`src/rtl/serial_subtractor_pkg.sv`:
```
// serial_subtractor_pkg
//   Shared types and elaboration helpers for the serial subtractor.
//   - state_e        : control FSM states (IDLE, RUN)
//   - calc_steps     : number of compute cycles for a WIDTH / BITS_PER_CYCLE pair
//   - calc_cnt_width : step-counter width, $clog2(steps) but never below 1
package serial_subtractor_pkg;

  typedef enum logic {
    IDLE = 1'b0,
    RUN  = 1'b1
  } state_e;

  function automatic int calc_steps(input int width, input int bits_per_cycle);
    return width / bits_per_cycle;
  endfunction

  // A single-step configuration still needs a one-bit counter to exist.
  function automatic int calc_cnt_width(input int steps);
    return (steps <= 1) ? 1 : $clog2(steps);
  endfunction

endpackage

```
`src/rtl/full_subtractor.sv`:
```
// full_subtractor
//   Single-bit full-subtractor cell: d = a - b - bin.
//   Ports:
//     a, b, bin : minuend bit, subtrahend bit, borrow-in
//     d         : difference bit
//     bout      : borrow-out (1 when a < b + bin)
module full_subtractor (
  input  logic a,
  input  logic b,
  input  logic bin,
  output logic d,
  output logic bout
);

  assign d    = a ^ b ^ bin;
  // Borrow when b exceeds a outright, or when a == b and a borrow arrives.
  assign bout = (~a & b) | (~(a ^ b) & bin);

endmodule

```
`src/rtl/subtract_slice.sv`:
```
// subtract_slice
//   Combinational BITS_PER_CYCLE-bit ripple-borrow subtractor built from
//   full_subtractor cells, LSB first.
//   Ports:
//     a, b       : slice operands
//     borrow_in  : borrow entering bit 0
//     d          : slice difference
//     borrow_out : borrow leaving the MSB of the slice
module subtract_slice #(
  parameter int BITS_PER_CYCLE = 1
) (
  input  logic [BITS_PER_CYCLE-1:0] a,
  input  logic [BITS_PER_CYCLE-1:0] b,
  input  logic                      borrow_in,
  output logic [BITS_PER_CYCLE-1:0] d,
  output logic                      borrow_out
);

  logic [BITS_PER_CYCLE:0] borrow_chain;

  assign borrow_chain[0] = borrow_in;

  for (genvar gi = 0; gi < BITS_PER_CYCLE; gi++) begin : g_bit
    full_subtractor u_fs (
      .a    (a[gi]),
      .b    (b[gi]),
      .bin  (borrow_chain[gi]),
      .d    (d[gi]),
      .bout (borrow_chain[gi+1])
    );
  end

  assign borrow_out = borrow_chain[BITS_PER_CYCLE];

endmodule

```
`src/rtl/serial_subtractor.sv`:
```
// serial_subtractor
//   Multi-cycle WIDTH-bit subtractor computing x - y - bin, LSBs first,
//   BITS_PER_CYCLE bits per clock, with the borrow carried in a flop.
//   Ports:
//     clk, rst_n   : clock (rising edge), asynchronous active-low reset
//     start        : request, accepted only while busy = 0
//     x, y, bin    : minuend, subtrahend, borrow-in (sampled on accept)
//     busy         : high while computing
//     done         : one-cycle pulse when diff/bout/ovf are final
//     diff         : x - y - bin modulo 2^WIDTH
//     bout         : final borrow-out (x < y + bin, unsigned)
//     ovf          : two's-complement overflow of the subtraction
//     zero         : diff == 0
module serial_subtractor
  import serial_subtractor_pkg::*;
#(
  parameter int WIDTH          = 8,
  parameter int BITS_PER_CYCLE = 1
) (
  input  logic             clk,
  input  logic             rst_n,
  input  logic             start,
  input  logic [WIDTH-1:0] x,
  input  logic [WIDTH-1:0] y,
  input  logic             bin,
  output logic             busy,
  output logic             done,
  output logic [WIDTH-1:0] diff,
  output logic             bout,
  output logic             ovf,
  output logic             zero
);

  localparam int STEPS  = calc_steps(WIDTH, BITS_PER_CYCLE);
  localparam int CNT_W  = calc_cnt_width(STEPS);
  localparam logic [CNT_W-1:0] LAST_STEP = CNT_W'(STEPS - 1);

  if ((WIDTH < 2) || (BITS_PER_CYCLE < 1) || ((WIDTH % BITS_PER_CYCLE) != 0)) begin : g_param_check
    $error("serial_subtractor: WIDTH must be >= 2 and a multiple of BITS_PER_CYCLE");
  end

  state_e             state_q, state_d;
  logic [CNT_W-1:0]   cnt_q, cnt_d;
  logic [WIDTH-1:0]   x_q, x_d;
  logic [WIDTH-1:0]   y_q, y_d;
  logic               borrow_q, borrow_d;
  logic               x_msb_q, x_msb_d;
  logic               y_msb_q, y_msb_d;
  logic [WIDTH-1:0]   diff_q, diff_d;
  logic               bout_q, bout_d;
  logic               ovf_q, ovf_d;
  logic               done_q, done_d;

  logic [BITS_PER_CYCLE-1:0] slice_d;
  logic                      slice_bout;
  logic [WIDTH-1:0]          slice_ext;

  subtract_slice #(
    .BITS_PER_CYCLE (BITS_PER_CYCLE)
  ) u_slice (
    .a          (x_q[BITS_PER_CYCLE-1:0]),
    .b          (y_q[BITS_PER_CYCLE-1:0]),
    .borrow_in  (borrow_q),
    .d          (slice_d),
    .borrow_out (slice_bout)
  );

  // Slice result positioned at the MSB end of diff; a shift keeps this legal
  // even when one slice covers the whole word.
  assign slice_ext = WIDTH'(slice_d) << (WIDTH - BITS_PER_CYCLE);

  always_comb begin
    state_d  = state_q;
    cnt_d    = cnt_q;
    x_d      = x_q;
    y_d      = y_q;
    borrow_d = borrow_q;
    x_msb_d  = x_msb_q;
    y_msb_d  = y_msb_q;
    diff_d   = diff_q;
    bout_d   = bout_q;
    ovf_d    = ovf_q;
    done_d   = 1'b0;

    case (state_q)
      IDLE: begin
        if (start) begin
          x_d      = x;
          y_d      = y;
          borrow_d = bin;
          // Operand sign bits are kept aside because the shift registers lose them.
          x_msb_d  = x[WIDTH-1];
          y_msb_d  = y[WIDTH-1];
          diff_d   = '0;
          cnt_d    = '0;
          state_d  = RUN;
        end
      end

      RUN: begin
        diff_d   = (diff_q >> BITS_PER_CYCLE) | slice_ext;
        x_d      = x_q >> BITS_PER_CYCLE;
        y_d      = y_q >> BITS_PER_CYCLE;
        borrow_d = slice_bout;
        cnt_d    = cnt_q + 1'b1;
        if (cnt_q == LAST_STEP) begin
          state_d = IDLE;
          done_d  = 1'b1;
          cnt_d   = '0;
          bout_d  = slice_bout;
          // The last slice supplies the result MSB.
          ovf_d   = (x_msb_q != y_msb_q) && (slice_d[BITS_PER_CYCLE-1] != x_msb_q);
        end
      end

      default: state_d = IDLE;
    endcase
  end

  always_ff @(posedge clk or negedge rst_n) begin
    if (!rst_n) begin
      state_q  <= IDLE;
      cnt_q    <= '0;
      x_q      <= '0;
      y_q      <= '0;
      borrow_q <= 1'b0;
      x_msb_q  <= 1'b0;
      y_msb_q  <= 1'b0;
      diff_q   <= '0;
      bout_q   <= 1'b0;
      ovf_q    <= 1'b0;
      done_q   <= 1'b0;
    end else begin
      state_q  <= state_d;
      cnt_q    <= cnt_d;
      x_q      <= x_d;
      y_q      <= y_d;
      borrow_q <= borrow_d;
      x_msb_q  <= x_msb_d;
      y_msb_q  <= y_msb_d;
      diff_q   <= diff_d;
      bout_q   <= bout_d;
      ovf_q    <= ovf_d;
      done_q   <= done_d;
    end
  end

  assign busy = (state_q == RUN);
  assign done = done_q;
  assign diff = diff_q;
  assign bout = bout_q;
  assign ovf  = ovf_q;
  assign zero = (diff_q == '0);

endmodule

```
`config.mk`:
```
export PLATFORM = sky130hd
export DESIGN_NAME = serial_subtractor
export DESIGN_NICKNAME = d
export VERILOG_FILES = /design/src/rtl/serial_subtractor_pkg.sv /design/src/rtl/full_subtractor.sv /design/src/rtl/subtract_slice.sv /design/src/rtl/serial_subtractor.sv
export SDC_FILE = /design/constraint.sdc
export NUM_CORES = 1
export LEC_CHECK = 0
export BUFFER_PORTS_ARGS = -buffer_cell sky130_fd_sc_hd__buf_2
export CAP_MARGIN = 15
export CORE_MARGIN = 4
export CORE_UTILIZATION = 50
export CTS_BUF_LIST = sky130_fd_sc_hd__clkbuf_8 sky130_fd_sc_hd__clkbuf_16
export CTS_CLUSTER_DIAMETER = 150
export CTS_CLUSTER_SIZE = 25
export DETAILED_ROUTE_END_ITERATION = 16
export HOLD_SLACK_MARGIN = 0.1
export PLACE_DENSITY = 0.74
export SKIP_CTS_REPAIR_TIMING = 1
export SYNTH_ARGS = -nofsm -noshare
export SYNTH_HDL_FRONTEND = slang
export SYNTH_SLANG_ARGS = --single-unit
```
`constraint.sdc`:
```
create_clock -name clk -period 4.1 [get_ports clk]
set_input_delay 1.23 -clock clk [delete_from_list [all_inputs] [get_ports clk]]
set_output_delay 1.23 -clock clk [all_outputs]
set_load 0.01 [all_outputs]
```
# == Yosys cells after proc, flatten, opt, wreduce, memory -nomap -nowiden ==
# Index checks and enable logic that the tools add are counted.
# word_totals
ff_bits,34
elab_cells,45
# op_classes
n_addsub,1
n_eq_ne,4
n_mux,16
bitwise_logic,9
n_reduce_logical,4
# op_table
operator,n
one-hot mux 8 bit (2 select lines),3
two-way mux 8 bit,3
logical NOT 8 bit,1
OR 7 x 8 -> 8 bit,1
two-way mux 3 bit,2
one-hot mux 3 bit (2 select lines),1
two-way mux 1 bit,5
one-hot mux 1 bit (2 select lines),2
AND reduction 2 bit,2
"adder 3 x 1 -> 3 bit, second input constant",1
"equality test 3 bit, second input constant",1
inverter 1 bit,3
AND 1 bit,2
!= test 1 bit,2
"!= test 2 bit, second input constant",1
bitwise XOR 1 bit,2
logical AND 1 bit,1
OR 1 bit,1

# == Depth between registers and ports, before layout ==
# Gate-level depths: netlist of run 1.
# logic_depth
ltp_word,5
mapped_depth,4
mapped_depth_nobuf,4

# == Cells and area by module ==
# Synthesis of run 1 repeated with hierarchy kept, for this count alone.
# hier_totals
cells_unflattened,137
area_unflattened_um2,1541.5
# by_module_without_submodules
mod,instances,cells_per_inst,area_each_um2,seq_area_each_um2
serial_subtractor,1,133,1510.2,850.8
full_subtractor,1,4,31.3,0.0

# == Least setup slack after synthesis of run 1 ==
# No wires, ideal clock.
# synth_timing
path_kind,flip-flop to output port
startpoint,reg diff_q[0] (netlist: diff[0])
endpoint,out zero
arrival_time_ns,1.105
slack_ns,1.765
stages_incl_launch_ff,3
n_path_buf,0
cell_sequence,dfrtp_1 -> or4_1 -> nor2_1
# synth_between
elab_chain_len,1
# synth_rtl
element,line_no,source
from (decl),serial_subtractor.sv:49,"logic [WIDTH-1:0] diff_q, diff_d;"
from (signal assigned),serial_subtractor.sv:141,diff_q <= diff_d;
logical NOT 8 bit,serial_subtractor.sv:153,assign zero = (diff_q == '0);
to (decl),serial_subtractor.sv:31,output logic zero
# Every way passes these cells.

# == Worst setup path in the final report of run 1 ==
# Same ends and word-level chain as after synthesis.

==> results of run 1 <==
[sequential cells by signal, indices dropped and copies added, names as in the netlist]
| signal | cells |
|---|---|
| ovf | 1 |
| busy | 1 |
| x_q | 8 |
| cnt_q | 3 |
| done | 1 |
| bout | 1 |
| diff | 8 |
| y_msb_q | 1 |
| y_q | 8 |
| x_msb_q | 1 |
| borrow_q | 1 |
[cell usage after synthesis (2+ instances only)]
library cell,n
o21ai_1,14
or4_1,2
nand2_1,18
ha_1,2
mux2i_1,19
nor2_1,4
buf_2,4
mux2_2,2
o21ai_0,3
dfrtp_1,34
a22o_1,6
nand2b_1,6
inv_1,3
buf_4,3
[tightest hold or removal path, cell delays in order (launching register included)]
cell and delay (ps):
dfrtp_1 350, nand2_1 50, o21ai_1 60
[worst min path at each step]
stage	start	cells past startpoint	endpoint
2_1_floorplan	x_q[1]$_DFFE_PN0P_	2	x_q[0]$_DFFE_PN0P_
3_3_place_gp	x_q[4]$_DFFE_PN0P_	2	x_q[3]$_DFFE_PN0P_
3_5_place_dp	x_q[6]$_DFFE_PN0P_	2	x_q[5]$_DFFE_PN0P_
4_1_cts	x_q[6]$_DFFE_PN0P_	2	x_q[5]$_DFFE_PN0P_
5_1_grt	cnt_q[2]$_DFFE_PN0P_	1	cnt_q[2]$_DFFE_PN0P_
6_report	x_q[6]$_DFFE_PN0P_	2	x_q[5]$_DFFE_PN0P_
[metal layers]
metal | global-route usage, % | vias to the layer above
li1 | - | 512
met1 | 16.7 | 513
met2 | 26.8 | 25
met3 | 6.29 | 6
met4 | 5.79 | 0
met5 | 0 | -
[per-stage QoR]
stage	util [%]	total power, W	hold slack, ps	std cells
3_3_place_gp	58.8	0.000998	468	185
2_1_floorplan	-	0.000882	458	128
4_1_cts	62.0	0.00127	499	193
5_1_grt	62.0	0.00136	524	193
3_5_place_dp	58.8	0.00102	483	185
6_report	62.0	0.00125	493	193
[layout make-up]
class / instances / area (um^2) / area share, %
sequential: 34 / 851 / 48.9
inverter: 3 / 11.3 / 0.647
clock inverter: 2 / 8.76 / 0.503
clock buffer: 6 / 82.6 / 4.74
tap: 31 / 38.8 / 2.23
timing repair buffer: 33 / 168 / 9.63
multi-input combinational: 84 / 581 / 33.4
[kinds of logic (layout without fill, tap and decap cells)]
logic type / count (synthesis) / in the layout / synth area share [%]
adder cells (fa/ha/maj): 3 / 3 / 3.03
buffers and inverters: 10 / 44 / 3.62
AND/OR/NAND/NOR: 33 / 33 / 10.6
AO/OA/AOI/OAI: 27 / 27 / 11.1
multiplexers: 21 / 21 / 14.3
flip-flops: 34 / 34 / 57.3
[where the power goes]
part	internal, W	switching, W	leakage (nW)
combinational	0.000211	0.000226	0.403
clock	0.000133	0.000112	0.0524
sequential	0.000480	0.0000925	0.433
==> out/qor.yml, run 1 <==
floorplan:
  die_h_um: 62.5
  num_rows: 19
  die_x_um: 62.5
  initial_core_util_pct: 52.9
  die_area_um2: 3910
  coreArea_um2: 2810
  pin_count: 33
critical_path:
  rr_worst_depth: 4
  crit_path_max_incr_delay_ps: 530
  cp.buffers_inverters: 1
  crit_path_start_kind: "flop"
  crit_chain: "or4_1 -> nor2_1 -> buf_2"
  endpoint_kind: "output pin"
  critPathArrivalTime_ps: 1450
  r2r-start: "borrow_q$_DFFE_PN0P_"
  worstSetupPathType: "reg2out"
  crit_path_top_delay_cell: "or4_1"
  startpoint: "diff[0]$_DFFE_PN0P_"
  crit_cells: 3
  endpoint: "zero"
  crit_family: "simple AND/OR/NAND/NOR gates"
  rrSetupSlack_ps: 2520
  required_ps: 2870
  cp_max_fo: 3
  r2r_end: "ovf$_DFFE_PN0P_"
route:
  wirelength_um: 2690
  drtAntennaViolNets: 0
  vias: 1056
  drc: 0
  wl_met3_um: 152
  dr_wl_met2_um: 1400
  viasPerCell: 5.47
  routed.top_layer: "met4"
  post_drt_wl_per_cell_um: 14.0
  drtIter0Drc: 46
  drt-pass1-iter-count: 4
  wl_met1_um: 1100
timing:
  tightest_slew_ps: 725
  clock_skew_ps: 1.47
  grt_setup_unrepaired: "false"
  fmax_ghz: 0.373
  setup_viol: 0
  finalCritPeriodShare_pct: 65.4
  hold_violations: 0
  slew_headroom_pct: 51.7
  layout_setup_ws_ps: 1420
  slew_violations: 0
  tns_ps: 0
  period_minus_slack_ps: 2680
clocking:
  clkLatencyLatePin_ps: 280
  cts_tree: "built"
  max-clock-path-buffers: 2
  clock-sinks: 34
  cts_buffers: 5
  cts_root_buffer: "clkbuf_8"
  path_clk_slew_ps: 60
  htreeDepth: 2
global_routing:
  grt_max_degree: 52
  grt_pass1_wl_um: 4630
  grt_pass1_vias: 1036
  grt_use_total_pct: 15.4
  antenna_found_initial: 0
  grt_overflow: 0
synthesis:
  synth.top_cell.area_share_pct: 57.3
  synth_ff_type: "dfrtp_1"
  netlist_area_um2: 1490
  synthDistinctLibCells: 22
  synth_nets: 151
  async_reset_ff_share_pct: 100
  synth_area_leaders: "dfrtp_1 (57%), mux2i_1 (13%), o21ai_1 (4.7%), nand2_1 (4.5%), a22o_1 (3.5%)"
  yosysWarnings: 0
  synth_edf_count: 0
  syn_area_per_cell_um2: 11.6
  yosysSeqAreaShare_pct: 57.3
  synth_seq_cells: 34
  yosysTopAreaCell: "dfrtp_1"
  syn-instance-count: 128
place:
  postPlaceCellArea_um2: 1650
  gp_congestion: 0.697
  port_buffers: 32
  hpwl_um: 1850
  post-place-ws_ps: 1710
run:
  max_cap_viol_count: 0
power_and_ir_drop:
  p_leak_nw: 0.889
  powerDensity_nw_per_um2: 721
  ir_worst_vdd_mv: 0.370
status:
  outcome: "complete, no violations"
cells_and_area:
  syn_to_final_growth_pct: 17.2
  num_antenna_cells: 0
  final_nets: 184
  final.fill_count: 254
  layout_commonest_cell: "dfrtp_1"
  design_area_um2: 1740
  drive_gt1_share_pct: 26.5
  mostFrequentLayoutCells: "dfrtp_1 (34), buf_2 (32), mux2i_1 (19), nand2_1 (18), o21ai_1 (14)"
worst_hold_path:
  hp-class: "reg2reg"
Note: power is estimated with default switching activity, not from simulation.
==> run 2, diff against run 1 <==
--- a/config.mk
+++ b/config.mk
@@ -5,16 +5,17 @@
 export SDC_FILE = /design/constraint.sdc
 export NUM_CORES = 1
 export LEC_CHECK = 0
+export ABC_AREA = 1
 export BUFFER_PORTS_ARGS = -buffer_cell sky130_fd_sc_hd__buf_2
 export CAP_MARGIN = 15
 export CORE_MARGIN = 4
-export CORE_UTILIZATION = 50
+export CORE_UTILIZATION = 47
 export CTS_BUF_LIST = sky130_fd_sc_hd__clkbuf_8 sky130_fd_sc_hd__clkbuf_16
 export CTS_CLUSTER_DIAMETER = 150
 export CTS_CLUSTER_SIZE = 25
 export DETAILED_ROUTE_END_ITERATION = 16
 export HOLD_SLACK_MARGIN = 0.1
-export PLACE_DENSITY = 0.74
+export PLACE_DENSITY = 0.72
 export SKIP_CTS_REPAIR_TIMING = 1
 export SYNTH_ARGS = -nofsm -noshare
 export SYNTH_HDL_FRONTEND = slang
==> constraint.sdc (replaced) <==
create_clock -name clk -period 2.35 [get_ports clk]
set_input_delay 0.705 -clock clk [delete_from_list [all_inputs] [get_ports clk]]
set_output_delay 0.705 -clock clk [all_outputs]
set_load 0.01 [all_outputs]
==> run 2 against run 1 <==
- setup slack worse by 890 ps
- sequential share of layout area is 0.80 points lower
- sequential power rose by 71%
- total power rose by 79%
- critical path depth rose by 1
- core utilization shrank 4.6 points
- critical endpoint unchanged
- largest power group unchanged
==> out/qor.yml, run 2 <==
power_and_ir_drop:
  p_int_w: 0.00140  # +70%
  pwr-share-clk_pct: 19.4  # about the same
  combPwrFrac_pct: 37.1  # +2.3 points
  ir_worst_vdd_mv: 0.593  # +60%
  powerDensity_nw_per_um2: 1270  # +77%
  pwr-share-seq_pct: 43.5  # -2.2 points
  power_switching_w: 0.000854  # +98%
  swShare_pct: 37.9  # +3.6 points
  p_leak_nw: 0.947  # +6.5%
route:
  post_drt_wl_per_cell_um: 12.2  # -12%
  viasPerCell: 4.76  # -13%
  drtIter0Drc: 93  # +100%
  drtAntennaViolNets: 0  # unchanged
  drc: 0  # unchanged
  wirelength_um: 2910  # +8.1%
  vias: 1134  # +7.4%
  drt-pass1-iter-count: 4  # unchanged
timing:
  slew_violations: 0  # unchanged
  fmax_ghz: 0.550
  finalCritPeriodShare_pct: 77.4
  tns_ps: 0  # unchanged
  hold_violations: 0  # unchanged
  period_minus_slack_ps: 1820
  tightest_slew_ps: 722  # -2.29 ps
  grt_setup_unrepaired: "false"
  setup_viol: 0  # unchanged
  slew_headroom_pct: 51.8  # +0.15 points
  clock_skew_ps: 4.16  # +2.69 ps
floorplan:
  coreArea_um2: 3080  # +9.7%
  pin_count: 33  # unchanged
  initial_core_util_pct: 49.2  # -3.8 points
  die_area_um2: 4190  # +7.3%
  num_rows: 20  # +1
  die_x_um: 64.8  # +3.6%
  die_h_um: 64.8  # +3.6%
clocking:
  max-clock-path-buffers: 2  # unchanged
  cts_tree: "built"
  cts_root_buffer: "clkbuf_8"
  htreeDepth: 2  # unchanged
  path_clk_slew_ps: 70  # about the same
  clkLatencyLatePin_ps: 290  # about the same
  cts_buffers: 5  # unchanged
  clock-sinks: 34  # unchanged
synthesis:
  synth_simple_gate_area_share_pct: 25.2  # +15 points
  synthTopCellsByCount: "nand2_1 (54), dfrtp_1 (34), inv_1 (18)"
  synthMuxAreaShare_pct: 0  # -14 points
  synthXorXnorAreaFrac_pct: 0  # unchanged
  synth_area_leaders: "dfrtp_1 (56%), nand2_1 (13%), inv_1 (4.5%), nand3_2 (4.0%), o22ai_1 (3.7%)"
  netlist_area_um2: 1510  # +1.9%
  synth_compound_area_share_pct: 7.02  # -4.1 points
  synth_edf_count: 0  # unchanged
  syn-instance-count: 159  # +24%
  synth_top_family_by_area: "simple AND/OR/NAND/NOR gates"
  synth_seq_cells: 34  # unchanged
  yosysSeqAreaShare_pct: 56.2  # -1.1 points
  synthDistinctLibCells: 22  # unchanged
  yosysMostFrequentCell: "nand2_1"
  synth_adder_area_share_pct: 2.98  # -0.058 points
  syn_area_per_cell_um2: 9.52  # -18%
  synth_nets: 182  # +21%
  synth.top_cell.area_share_pct: 56.2  # -1.1 points
  synth_ff_type: "dfrtp_1"
  yosysWarnings: 0  # unchanged
  async_reset_ff_share_pct: 100  # unchanged
  yosysTopAreaCell: "dfrtp_1"
critical_path:
  r2r_end: "x_q[7]$_DFFE_PN0P_"
  rrSetupSlack_ps: 950  # -1570 ps
  crit_chain: "inv_1 -> nand4_1 -> nor2_1 -> buf_2"
  cp_max_fo: 3  # unchanged
  endpoint_kind: "output pin"
  worstSetupPathType: "reg2out"
  crit_path_top_delay_cell: "dfrtp_1"
  crit_path_start_kind: "flop"
  rr_worst_depth: 3  # -1
  critPathArrivalTime_ps: 1110  # -340 ps
  r2r-start: "busy$_DFF_PN0_"
  required_ps: 1640  # -1230 ps
  crit_path_max_incr_delay_ps: 400  # -130 ps
global_routing:
  use_met2_pct: 25.2  # -1.6 points
  use_met3_pct: 6.41  # +0.12 points
  globalRoute.busiestLayer: "met2"
  grt_max_degree: 35  # -33%
  grt_pass1_vias: 1111  # +7.2%
  use_met1_pct: 18.9  # +2.2 points
  antenna_found_initial: 0  # unchanged
  grt_overflow: 0  # unchanged
  grt_use_total_pct: 15.7  # +0.27 points
  grt_pass1_wl_um: 4950  # +7.0%
cells_and_area:
  syn_to_final_growth_pct: 16.9
  mostFrequentLayoutCells: "nand2_1 (54), dfrtp_1 (34), buf_2 (32), inv_1 (19), o22ai_1 (9)"
  final.fill_count: 294  # +16%
  layout_commonest_cell: "nand2_1"
  drive_gt1_share_pct: 28.4  # +1.8 points
  num_antenna_cells: 0  # unchanged
  final_nets: 216  # +17%
  fin_util_pct: 57.5  # -4.6 points
place:
  port_buffers: 32  # unchanged
  gp_congestion: 0.754  # +8.2%
  hpwl_um: 2050  # +10%
run:
  max_cap_viol_count: 0  # unchanged
worst_hold_path:
  hp-class: "in2async"
status:
  outcome: "complete, no violations"
-- run 2: worst max-delay path, delay by kind of cell, from the launching register on --
kind | cells | cell delay, ps
flip-flops | 1 | 400
buffers and inverters | 2 | 240
AND/OR/NAND/NOR | 2 | 190
-- run 2: kinds of logic (layout without fill, tap and decap cells) --
| group | after synthesis | in the layout |
|---|---|---|
| adder cells (fa/ha/maj) | 3 | 3 |
| AND/OR/NAND/NOR | 80 | 80 |
| flip-flops | 34 | 34 |
| buffers and inverters | 25 | 60 |
| AO/OA/AOI/OAI | 17 | 17 |
-- run 2: per-layer routing --
| metal | wire, um | vias to the layer above |
|---|---|---|
| li1 | - | 574 |
| met1 | 1270 | 530 |
| met2 | 1430 | 24 |
| met3 | 176 | 6 |
| met4 | 38 | 0 |
| met5 | 0 | - |
-- run 2: worst max-delay path by stage --
| stage | start | end | slack (ps) | cells after the start |
|---|---|---|---|---|
| global placement | start | diff[7]$_DFFE_PN0P_ | 690 | 4 |
| finish | diff[4]$_DFFE_PN0P_ | zero | 530 | 4 |
| floorplan | diff[6]$_DFFE_PN0P_ | zero | 890 | 3 |
| CTS | diff[4]$_DFFE_PN0P_ | zero | 520 | 4 |
| global route | diff[4]$_DFFE_PN0P_ | zero | 480 | 4 |
| detailed placement | start | y_q[7]$_DFFE_PN0P_ | 630 | 4 |
-- run 2: cell type report --
cell class / instances / area, um^2 / area share (%)
inverter: 19 / 71.3 / 4.03
multi-input combinational: 100 / 533 / 30.1
clock inverter: 2 / 8.76 / 0.495
clock buffer: 6 / 82.6 / 4.67
timing repair buffer: 33 / 168 / 9.48
sequential: 34 / 851 / 48.1
tap: 44 / 55.1 / 3.11
-- run 2: stage by stage --
step / worst slack (ps) / hold slack [ps] / std cells / area [um^2] / power (W)
3_5_place_dp: 630 / 466 / 230 / 1680 / 0.00184
5_1_grt: 476 / 505 / 238 / 1770 / 0.00243
6_report: 531 / 471 / 238 / 1770 / 0.00225
4_1_cts: 519 / 483 / 238 / 1770 / 0.00229
2_1_floorplan: 888 / 409 / 159 / 1510 / 0.00161
3_3_place_gp: 690 / 460 / 230 / 1680 / 0.00179
-- run 2: power groups by stage --
stage | Clock (W) | Combinational [W] | Sequential (W)
after global placement | 0 | 0.000814 | 0.000979
after floorplan | 0 | 0.000619 | 0.000991
final | 0.000436 | 0.000836 | 0.000980
after global routing | 0.000477 | 0.000940 | 0.00101
after detailed placement | 0 | 0.000855 | 0.000983
after CTS | 0.000452 | 0.000853 | 0.000981
==> run 3, diff against run 2 <==
--- a/config.mk
+++ b/config.mk
@@ -9,13 +9,13 @@
 export BUFFER_PORTS_ARGS = -buffer_cell sky130_fd_sc_hd__buf_2
 export CAP_MARGIN = 15
 export CORE_MARGIN = 4
-export CORE_UTILIZATION = 47
+export CORE_UTILIZATION = 50
 export CTS_BUF_LIST = sky130_fd_sc_hd__clkbuf_8 sky130_fd_sc_hd__clkbuf_16
 export CTS_CLUSTER_DIAMETER = 150
 export CTS_CLUSTER_SIZE = 25
 export DETAILED_ROUTE_END_ITERATION = 16
 export HOLD_SLACK_MARGIN = 0.1
-export PLACE_DENSITY = 0.72
+export PLACE_DENSITY = 0.73
 export SKIP_CTS_REPAIR_TIMING = 1
 export SYNTH_ARGS = -nofsm -noshare
 export SYNTH_HDL_FRONTEND = slang
==> constraint.sdc (replaced) <==
create_clock -name clk -period 1.9 [get_ports clk]
set_input_delay 0.57 -clock clk [delete_from_list [all_inputs] [get_ports clk]]
set_output_delay 0.57 -clock clk [all_outputs]
set_load 0.01 [all_outputs]
==> run 3 against run 2 <==
- routed wire length is 4.1% higher
- first-iteration DRC count down 54%
- combinational power is 23% higher
- critical path type unchanged
- highest routed layer unchanged
==> out/qor.yml, run 3 (same netlist as run 2, synthesis figures left out) <==
status:
  outcome: "complete, no violations"
critical_path:
  critPathArrivalTime_ps: 1200  # +90 ps
  required_ps: 1330  # -310 ps
  crit_chain: "buf_2"
  crit_family: "flip-flops"
  crit_path_top_delay_cell: "dfrtp_1"
  cp_max_fo: 13  # +10
  cp.buffers_inverters: 1  # -1
  crit_path_max_incr_delay_ps: 680  # +280 ps
  endpoint_kind: "output pin"
  worstSetupPathType: "reg2out"
  crit_path_start_kind: "flop"
global_routing:
  grt_max_degree: 35  # unchanged
  grt_pass1_vias: 1184  # +6.6%
  grt_pass1_wl_um: 5210  # +5.1%
  grt_overflow: 0  # unchanged
  grt_use_total_pct: 17.2  # +1.5 points
  antenna_found_initial: 0  # unchanged
timing:
  slew_violations: 0  # unchanged
  layout_setup_ws_ps: 132  # -399 ps
  fmax_ghz: 0.566
  slew_headroom_pct: 64.4  # +13 points
  hold_violations: 0  # unchanged
  grt_setup_unrepaired: "false"
  tns_ps: 0  # unchanged
  tightest_slew_ps: 534  # -189 ps
  setup_viol: 0  # unchanged
  clock_skew_ps: 6.04  # +1.88 ps
  finalCritPeriodShare_pct: 93.0
  period_minus_slack_ps: 1770
power_and_ir_drop:
  powerDensity_nw_per_um2: 1590  # +25%
  power_w: 0.00280  # +25%
  ir_worst_vdd_mv: 0.804  # +36%
  p_leak_nw: 0.957  # +1.1%
floorplan:
  die_area_um2: 3970  # -5.3%
  num_rows: 19  # -5.0%
  die_h_um: 63.0  # -2.7%
  coreArea_um2: 2830  # -8.1%
  die_x_um: 63.0  # -2.7%
  initial_core_util_pct: 53.5  # +4.3 points
  pin_count: 33  # unchanged
cells_and_area:
  final_nets: 218  # +0.93%
  fin_util_pct: 62.5  # +5.0 points
  final.fill_count: 239  # -19%
  layout_commonest_cell: "nand2_1"
  syn_to_final_growth_pct: 16.8  # about the same
  mostFrequentLayoutCells: "nand2_1 (54), dfrtp_1 (34), buf_2 (32), inv_1 (19), o22ai_1 (9)"
  drive_gt1_share_pct: 29.1  # +0.73 points
  num_antenna_cells: 0  # unchanged
route:
  vias: 1185  # +4.5%
  viasPerCell: 5.22  # +9.6%
  drc: 0  # unchanged
  wirelength_um: 3030  # +4.1%
  drtIter0Drc: 43  # -54%
  drtAntennaViolNets: 0  # unchanged
  drt-pass1-iter-count: 4  # unchanged
  post_drt_wl_per_cell_um: 13.3  # +9.1%
place:
  hpwl_um: 2140  # +4.4%
  post-place-ws_ps: 432  # -198 ps
  gp_congestion: 0.812  # +7.7%
  port_buffers: 32  # unchanged
clocking:
  clock-sinks: 34  # unchanged
  cts_root_buffer: "clkbuf_8"
  clkLatencyLatePin_ps: 290  # about the same
  max-clock-path-buffers: 2  # unchanged
  cts_buffers: 5  # unchanged
  htreeDepth: 2  # unchanged
  cts_tree: "built"
  path_clk_slew_ps: 70  # about the same
worst_hold_path:
  hp-class: "in2async"
run:
  max_cap_viol_count: 0  # unchanged
[run 3: changes by cell type in the layout (fill, tap and decap cells not counted), sizes merged]
| cell | previous run | this run |
|---|---|---|
| buf | 33 | 35 |
[run 3: final cells by class]
| type | count | area, um^2 | share of cell area, % |
|---|---|---|---|
| repair buffers | 35 | 183 | 10.3 |
| clock inverters | 2 | 8.76 | 0.495 |
| clock buffers | 6 | 82.6 | 4.67 |
| well taps | 31 | 38.8 | 2.19 |
| multi-input cells | 100 | 533 | 30.1 |
| inverters | 19 | 71.3 | 4.03 |
| flip-flops and latches | 34 | 851 | 48.1 |
[run 3: power breakdown]
| part | internal, W | total [W] | leakage (nW) | switching [W] |
|---|---|---|---|---|
| registers | 0.00102 | 0.00123 | 0.437 | 0.000212 |
| clock network | 0.000287 | 0.000537 | 0.0524 | 0.000251 |
| logic | 0.000425 | 0.00103 | 0.468 | 0.000607 |
[run 3: worst paths after layout]
| check | slack, ps | endpoint | start | depth (start not counted) |
|---|---|---|---|---|
| min reg2reg | 470 | ovf$_DFFE_PN0P_ | ovf$_DFFE_PN0P_ | 2 |
| max reg2reg | 420 | x_q[7]$_DFFE_PN0P_ | busy$_DFF_PN0_ | 3 |
| max in group asynchronous | 1300 | x_msb_q$_DFFE_PN0P_ | rst_n | 2 |
| min in group clk | 470 | ovf$_DFFE_PN0P_ | ovf$_DFFE_PN0P_ | 2 |
| min | 300 | borrow_q$_DFFE_PN0P_ | rst_n | 2 |
| max | 130 | busy | busy$_DFF_PN0_ | 1 |
[run 3: per-stage QoR]
step | instances | area, um^2 | hold WS (ps)
2_1_floorplan | 159 | 1510 | 274
3_3_place_gp | 219 | 1680 | 460
3_5_place_dp | 219 | 1680 | 464
4_1_cts | 227 | 1770 | 308
5_1_grt | 227 | 1770 | 327
6_report | 227 | 1770 | 302
[run 3: metal layers]
| metal | GRT usage (%) | part of all wire (%) |
|---|---|---|
| met1 | 19.8 | 44 |
| met2 | 27.9 | 48 |
| met3 | 6.83 | 6.0 |
| met4 | 7.44 | 1.5 |
| met5 | 0 | 0 |
[run 3: worst register-to-register path: stages, from the launching register on]
cell and delay, ps:
dfrtp_1 680, inv_1 330, nand2_1 240, o22ai_1 110
